$ cat src/rtl/tlb_op_sequencer.sv
// Serializes TLB maintenance ops: drain older instructions, run one TLB port transaction, write CSRs, flush and refetch.
// Optional feature macro: TLB_INVTLB_EN (INVTLB sequenced when defined, otherwise op_kind 4 is reserved).
module tlb_op_sequencer #(
  parameter int TLB_NUM = 16,
  parameter int IDX_W   = 4
) (
  input  logic             clk,
  input  logic             rst_n,
  input  logic             op_valid,
  output logic             op_ready,
  input  logic [2:0]       op_kind,
  input  logic [31:0]      op_pc,
  input  logic [4:0]       inv_op,
  input  logic [9:0]       inv_asid,
  input  logic [31:0]      inv_va,
  input  logic             pipe_empty,
  input  logic             cancel,
  input  logic [IDX_W-1:0] csr_tlbidx_idx,
  output logic             tlb_req,
  output logic [2:0]       tlb_cmd,
  output logic [IDX_W-1:0] tlb_idx,
  output logic [4:0]       tlb_inv_op,
  output logic [9:0]       tlb_inv_asid,
  output logic [31:0]      tlb_inv_va,
  input  logic             tlb_ack,
  input  logic             tlb_hit,
  input  logic [IDX_W-1:0] tlb_hit_idx,
  output logic             csr_we,
  output logic             csr_ne,
  output logic             csr_idx_we,
  output logic [IDX_W-1:0] csr_idx,
  output logic             csr_load_entry,
  output logic             csr_clear_entry,
  output logic             flush_req,
  output logic [31:0]      refetch_pc,
  output logic             ine,
  output logic             busy
);

  localparam logic [2:0] K_SRCH = 3'd0;
  localparam logic [2:0] K_RD   = 3'd1;
  localparam logic [2:0] K_WR   = 3'd2;
  localparam logic [2:0] K_FILL = 3'd3;
  localparam logic [2:0] K_INV  = 3'd4;

  typedef enum logic [2:0] {S_IDLE, S_DRAIN, S_ISSUE, S_WB, S_FLUSH} state_t;

  state_t           state_q, state_d;
  logic [IDX_W-1:0] fill_cnt;
  logic             ill_q;
  logic             accept, legal;
  logic [IDX_W-1:0] idx_sel;

  logic [2:0]       kind_p0;
  logic [31:0]      pc_p0;
  logic [IDX_W-1:0] idx_p0;
  logic             hit_p1;
  logic [IDX_W-1:0] hit_idx_p1;

  function automatic logic kind_legal(input logic [2:0] k);
`ifdef TLB_INVTLB_EN
    return k <= K_INV;
`else
    return k < K_INV;
`endif
  endfunction

  assign accept = (state_q == S_IDLE) && op_valid;
  assign legal  = kind_legal(op_kind);

  always_comb begin
    idx_sel = '0;
    if (op_kind == K_FILL)                        idx_sel = fill_cnt;
    else if ((op_kind == K_RD) || (op_kind == K_WR)) idx_sel = csr_tlbidx_idx;
  end

  always_ff @(posedge clk or negedge rst_n) begin
    if (!rst_n) begin
      state_q  <= S_IDLE;
      fill_cnt <= '0;
      ill_q    <= 1'b0;
    end else begin
      state_q  <= state_d;
      fill_cnt <= (fill_cnt == IDX_W'(TLB_NUM - 1)) ? '0 : fill_cnt + 1'b1;
      ill_q    <= accept && !legal;
    end
  end

  // p0: operation fields captured at acceptance
  always_ff @(posedge clk) begin
    if (accept) begin
      kind_p0 <= op_kind;
      pc_p0   <= op_pc;
      idx_p0  <= idx_sel;
    end
  end

  // p1: TLB response captured on the ack cycle for the writeback cycle
  always_ff @(posedge clk) begin
    if ((state_q == S_ISSUE) && tlb_ack) begin
      hit_p1     <= tlb_hit;
      hit_idx_p1 <= tlb_hit_idx;
    end
  end

`ifdef TLB_INVTLB_EN
  logic [4:0]  inv_op_p0;
  logic [9:0]  inv_asid_p0;
  logic [31:0] inv_va_p0;

  always_ff @(posedge clk) begin
    if (accept) begin
      inv_op_p0   <= inv_op;
      inv_asid_p0 <= inv_asid;
      inv_va_p0   <= inv_va;
    end
  end
`else
  logic unused_inv;
  assign unused_inv = ^{inv_op, inv_asid, inv_va};
`endif

  always_comb begin
    state_d = state_q;
    unique case (state_q)
      S_IDLE:  if (accept && legal) state_d = S_DRAIN;
      S_DRAIN: begin
        // cancel outranks pipe_empty so a squashed op never reaches the TLB
        if (cancel)          state_d = S_IDLE;
        else if (pipe_empty) state_d = S_ISSUE;
      end
      S_ISSUE: if (tlb_ack) state_d = S_WB;
      S_WB:    state_d = S_FLUSH;
      S_FLUSH: state_d = S_IDLE;
      default: state_d = S_IDLE;
    endcase
  end

  always_comb begin
    op_ready        = rst_n && (state_q == S_IDLE);
    busy            = (state_q != S_IDLE);
    tlb_req         = 1'b0;
    tlb_cmd         = '0;
    tlb_idx         = '0;
    tlb_inv_op      = '0;
    tlb_inv_asid    = '0;
    tlb_inv_va      = '0;
    csr_we          = 1'b0;
    csr_ne          = 1'b0;
    csr_idx_we      = 1'b0;
    csr_idx         = '0;
    csr_load_entry  = 1'b0;
    csr_clear_entry = 1'b0;
    flush_req       = 1'b0;
    refetch_pc      = '0;
    ine             = 1'b0;
    case (state_q)
      S_IDLE: begin
        // reserved op: refetch the offending instruction itself
        if (ill_q) begin
          ine        = 1'b1;
          flush_req  = 1'b1;
          refetch_pc = pc_p0;
        end
      end
      S_ISSUE: begin
        tlb_req = 1'b1;
        tlb_cmd = kind_p0;
        tlb_idx = idx_p0;
`ifdef TLB_INVTLB_EN
        if (kind_p0 == K_INV) begin
          tlb_inv_op   = inv_op_p0;
          tlb_inv_asid = inv_asid_p0;
          tlb_inv_va   = inv_va_p0;
        end
`endif
      end
      S_WB: begin
        if (kind_p0 == K_SRCH) begin
          csr_we     = 1'b1;
          csr_ne     = !hit_p1;
          csr_idx_we = hit_p1;
          csr_idx    = hit_p1 ? hit_idx_p1 : '0;
        end else if (kind_p0 == K_RD) begin
          csr_we          = 1'b1;
          csr_ne          = !hit_p1;
          csr_load_entry  = hit_p1;
          csr_clear_entry = !hit_p1;
        end
      end
      S_FLUSH: begin
        flush_req  = 1'b1;
        refetch_pc = pc_p0 + 32'd4;
      end
      default: ;
    endcase
  end

endmodule
$ cat config.mk
export PLATFORM = sky130hd
export DESIGN_NAME = tlb_op_sequencer
export DESIGN_NICKNAME = d
export VERILOG_FILES = /design/src/rtl/tlb_op_sequencer.sv
export SDC_FILE = /design/constraint.sdc
export NUM_CORES = 1
export LEC_CHECK = 0
export CORE_MARGIN = 2
export CORE_UTILIZATION = 41
export DETAILED_ROUTE_END_ITERATION = 16
export GPL_TIMING_DRIVEN = 0
export MAX_ROUTING_LAYER = met4
export PLACE_DENSITY = 0.95
export RECOVER_POWER = 100
export SYNTH_ARGS = -nofsm -noshare
export SYNTH_HDL_FRONTEND = slang
export SYNTH_SLANG_ARGS = --single-unit
$ cat constraint.sdc
create_clock -name clk -period 4.1 [get_ports clk]
set_clock_uncertainty 0.15 [all_clocks]
set_input_delay 0.82 -clock clk [delete_from_list [all_inputs] [get_ports clk]]
set_output_delay 0.82 -clock clk [all_outputs]
set_load 0.05 [all_outputs]
# ---- Word level (Yosys, flattened, before mapping)
# Index checks and enable logic that the tools add are counted.
# Widths: inputs -> output; s select.
dict set report totals {
  regBits 52
  in_bits 97
  out_inout_bits 100
  wordCells 67
}
dict set report op_classes {
  add_sub_neg 2
  order_cmp 1
  n_eq_ne 12
  mux 32
  n_reduce_logical 12
}
# op count
set ops {}
lappend ops {{$pmux 32 s2} 1}
lappend ops {{$add 32x3->32 const B} 1}
lappend ops {{$mux 32} 1}
lappend ops {{$mux 4} 7}
lappend ops {{$mux 1} 16}
lappend ops {{$mux 3} 5}
lappend ops {{$eq 3x2->1 const B} 4}
lappend ops {{$pmux 3 s4} 1}
lappend ops {{$eq 3x1->1 const B} 3}
lappend ops {{$logic_not 3->1} 2}
lappend ops {{$logic_and 1x1->1} 5}
lappend ops {{$add 4x1->4 const B} 1}
lappend ops {{$eq 4x4->1 const B} 1}
lappend ops {{$eq 3x3->1 const B} 1}
lappend ops {{$lt 3x3->1 const B} 1}
lappend ops {{$ne 3x3->1 const B} 1}
lappend ops {{$reduce_and 3->1} 1}
lappend ops {{$reduce_bool 3->1} 1}
lappend ops {{$logic_not 1->1} 2}
lappend ops {{$ne 2x1->1 const B} 1}
lappend ops {{$ne 2x2->1 const B} 1}
lappend ops {{$pmux 1 s2} 1}
lappend ops {{$logic_or 1x1->1} 1}

# ---- Depth between registers and ports, before layout
dict set report logic_depth {
  word_depth 5
  depth_mapped 7
  mapped_depth_nobuf 6
}

# ---- Worst setup path before layout
# Ideal clock, no wire load.
dict set report synth_timing {
  path_kind {register to output}
  from {reg state_q[2]}
  to {out csr_idx[0]}
  arrival_ns 2.939
  required_time_ns 3.130
  path_slack_ns 0.191
  path_stages_with_launch 5
  n_path_buf 0
  cell_sequence {dfrtp_1 -> nand3b_1 -> nor3_1 -> and3b_1 -> and2_1}
}
dict set report synth_between {
  elab_chain_cells 2
}
# element line
set synth_rtl {}
lappend synth_rtl {{start, declared} 48} ;# state_t state_q, state_d;
lappend synth_rtl {{start signal, assigned} 83} ;# state_q <= state_d;
lappend synth_rtl {{$eq 3x2->1} 157} ;# case (state_q)
lappend synth_rtl {{$mux 4} 157}
lappend synth_rtl {{end, declared} 31} ;# output logic [IDX_W-1:0] csr_idx,
# No other way between the ends.

# ---- Final worst setup path
dict set report layout_timing {
  from {reg pc_p0[2]}
  to {out refetch_pc[30]}
}
dict set report layout_between {
  elab_chain_cells 2
}
# element line
set layout_rtl {}
lappend layout_rtl {{start, declared} 55} ;# logic [31:0] pc_p0;
lappend layout_rtl {{start signal, assigned} 93} ;# pc_p0 <= op_pc;
lappend layout_rtl {{$add 32x3->32} 193} ;# refetch_pc = pc_p0 + 32'd4;
lappend layout_rtl {{$pmux 32 s2} 157}
lappend layout_rtl {{end, declared} 35} ;# output logic [31:0] refetch_pc,
# No other way between the ends.

==> qor.csv <==
stage;metric;value;unit
pwr;Comb power frac;49.5;%
run_status;status;finished with violations;
sta;RSZ-0062 raised after global routing;no;
placement;Placement Cell Area;4547;sq um
clocking;CTS root buf;clkbuf_8;
global_routing;initial antenna violation count;0;
pwr;Sw Share;48.63;%
pwr;sequential power share;36.8;%
global_routing;first-pass GRT wire length;13.22;mm
placement;gpl congestion;0.9396;
finish;diodes inserted;0;
clocking;CTS buffer count;5;
sta;Rel. slew slack;-17.31;%
global_routing;largest net degree at the start of global routing;40;
finish;ratio of cells with drive above 1 in the final layout;16.84;%
floorplanning;num rows;32;
finish;Area Growth Syn to Fin;42.41;%
sta;fmax;0.2543;GHz
yosys;Mapped Cells;325;
detailed_routing;WL final;8.609;mm
clocking;H-tree depth;2;
yosys;Async S/R FF share, synth;15.38;%
pwr;Int Pwr;1178;uW
floorplanning;Placeable Area;7687;sq um
finish;# nets final;579;
finish;commonest non-fill, non-tap cells in the layout;dlygate4sd3_1 (83), buf_4 (48), conb_1 (47), edfxtp_1 (44), o21ai_0 (31);
pwr;sw power;1116;uW
floorplanning;IO Pins;197;
setup_path;CP max stage cell;dlygate4sd3_1;
global_routing;total grt overflow;0;
yosys;Post-synth EDFFs;44;
setup_path;max incr delay on CP;0.89;ns
finish;# fillers;649;
placement;post-DP HPWL;6.578;mm
floorplanning;die footprint;8590;sq um
detailed_routing;DR WL/cell;14.77;um
sta;minimum clock period after layout;3.932;ns
detailed_routing;drt first pass iters;5;
yosys;Synth Register Bits;52;
clocking;Reg clk slew, reported paths;0.11;ns
run_status;violated checks;max-capacitance violations, max-slew violations;
detailed_routing;Starting DRT DRC Count;204;
yosys;Primary FF master, synth;edfxtp_1;
pwr;power per cell area;499.6;nW/um^2
detailed_routing;via/cell ratio;5.051;
setup_path;CP Capture Type;output pin;
setup_path;WS Path Type;flip-flop to output pin;
finish;most common cell after layout, fill and taps aside;dlygate4sd3_1;
sta;fin. max-slew vios;40;
global_routing;All-Layer GR Usage;20.02;%
clocking;clk sink count;52;
yosys;sequential cell area fraction in the yosys report;47.19;%
hold_path;min-delay worst type;flip-flop to flip-flop;
clocking;Clk Latency, worst-skew pair;0.31;ns
yosys;synthesized area;3224;sq um
pwr;clock group share of total power;13.6;%
yosys;synth warn;0;
clocking;Longest Clk Path Bufs;2;
sta;measured slew at the worst slew-check pin;1.760;ns
setup_path;worst-path fanout max;10;
detailed_routing;vias after detailed routing;2945;
sta;Setup TNS;0;ns
pwr;Peak VDD IR;0.3001;mV
yosys;post-synthesis cell type count;52;
floorplanning;Starting Density;41.94;%
setup_path;Critical Path AT;2.96;ns
yosys;per-instance average area after synthesis;9.921;sq um
detailed_routing;Antenna Violating Nets Remaining;0;
floorplanning;Die H;92.68;um
setup_path;Worst setup SP type;flip-flop;
clocking;CTS tree;yes;
placement;I/O Buffers;102;
detailed_routing;DRC Markers;0;
sta;post-route clock period utilization;95.91;%
floorplanning;Die Width;92.68;um
clocking;# Post-CTS Setup Buffers;0;
job;max-cap viol count;1;
setup_path;crit-path cells;ha_1, nand3_2, nor2_4, and2_2, buf_4, a41o_1, a31oi_1, dlygate4sd3_1;
pwr;Leak Pwr;0.001978;uW
setup_path;worst path required time;3.13;ns
sta;Fin. Hold Viols;0;
finish;Final Cell Area;4592;sq um
sta;setup violators final;0;
global_routing;vias in the first global route;2734;
## final timing paths
check,startpoint,end,slack (ns),depth (start not counted)
worst max-delay path,pc_p0[2],refetch_pc[30],0.17,8
worst min register to register,fill_cnt[3],fill_cnt[3],0.40,1
max in group asynchronous,rst_n,state_q[2],2.79,1
min in group asynchronous,rst_n,fill_cnt[2],0.71,1
worst max register to register,state_q[1],pc_p0[18],0.96,5
worst min-delay path,fill_cnt[3],fill_cnt[3],0.40,1
## power by group through the flow
stage | clock network, uW | logic, uW | registers [uW]
after floorplan | 0 | 837 | 819
after global placement | 0 | 1170 | 842
after detailed placement | 0 | 1200 | 849
after CTS | 314 | 1200 | 839
after global routing | 337 | 1200 | 864
final | 313 | 1140 | 845
## cell type report
cell class / instances / area, sq um / share of cell area, %
buffer: 60 / 421.7 / 9.183
clock buffer: 5 / 68.82 / 1.499
clock inverter: 3 / 27.53 / 0.5995
inverter: 7 / 26.28 / 0.5722
multi-input combinational: 252 / 1428 / 31.09
sequential: 52 / 1521 / 33.13
tap: 102 / 127.6 / 2.779
timing repair buffer: 102 / 970.9 / 21.14
## per-layer routing
metal	vias up	wire, um	GRT usage (%)
met1	1343	3324	23.84
li1	1411	-	-
met2	171	4398	34.00
met5	-	0	-
met4	0	240	7.721
met3	20	645	3.580
## cells in the mapped netlist, types with 2 or more instances
master,count,area [sq um]
a211oi_1,2,15.01
a21oi_1,13,65.06
a22oi_1,6,45.04
a31o_2,2,17.52
a31oi_1,15,93.84
a41oi_1,6,52.55
and2_1,18,112.6
and2_2,2,15.01
and3_1,5,31.28
buf_2,6,30.03
buf_4,48,360.4
clkbuf_1,4,15.01
dfrtp_1,8,200.2
edfxtp_1,44,1321
ha_1,2,25.02
inv_1,7,26.28
mux2_2,3,33.78
nand2_1,25,93.84
nand3_1,12,60.06
nand4_1,7,43.79
nor2_1,18,67.56
nor2b_1,3,18.77
nor3_1,2,10.01
nor4_1,2,12.51
o21ai_0,31,155.2
o31ai_1,3,22.52
xnor2_1,2,17.52
xor2_1,5,43.79
## sequential cells by signal (all words and copies together), names as in the netlist
name,count
pc_p0,32
fill_cnt,4
hit_idx_p1,4
idx_p0,4
kind_p0,3
state_q,3
hit_p1,1
ill_q,1
## kinds of logic after synthesis
| group | share of synthesized area, % |
|---|---|
| and+or+nand+nor | 19.13 |
| xor gates and xnor gates | 1.901 |
| buffers and inverters | 13.89 |
| AOI/OAI and AO/OA | 15.29 |
| adders and majority gates | 0.7760 |
| DFF | 47.19 |
| muxes | 1.707 |
| other | 0.1163 |
## through the flow
stage          cells  power, uW  setup slack (ns)  hold slack [ns]  utilization [%]
2_1_floorplan    371       1656            0.1914           0.3142                -
3_3_place_gp     575       2017            0.4556           0.3390            59.13
3_5_place_dp     575       2046            0.4467           0.3856            59.15
4_1_cts          583       2353           0.07780           0.3970            60.40
5_1_grt          583       2403           0.02324           0.4215            59.73
6_report         583       2294            0.1678           0.3955            59.73
## worst max-delay path, delay by kind of cell (launching register included)
| kind | cells | cell delay [ns] |
|---|---|---|
| buffers and inverters | 2 | 1.05 |
| DFF | 1 | 0.49 |
| and+or+nand+nor | 3 | 0.41 |
| AOI/OAI and AO/OA | 2 | 0.40 |
| adders and majority gates | 1 | 0.28 |
## repair_timing
action,in CTS,in global routing
endpoints found under the hold margin,0,0
hold buffers,0,0
endpoints found under the setup margin,0,8
gates resized for setup,0,8
Power figures use the tool's default switching activity.
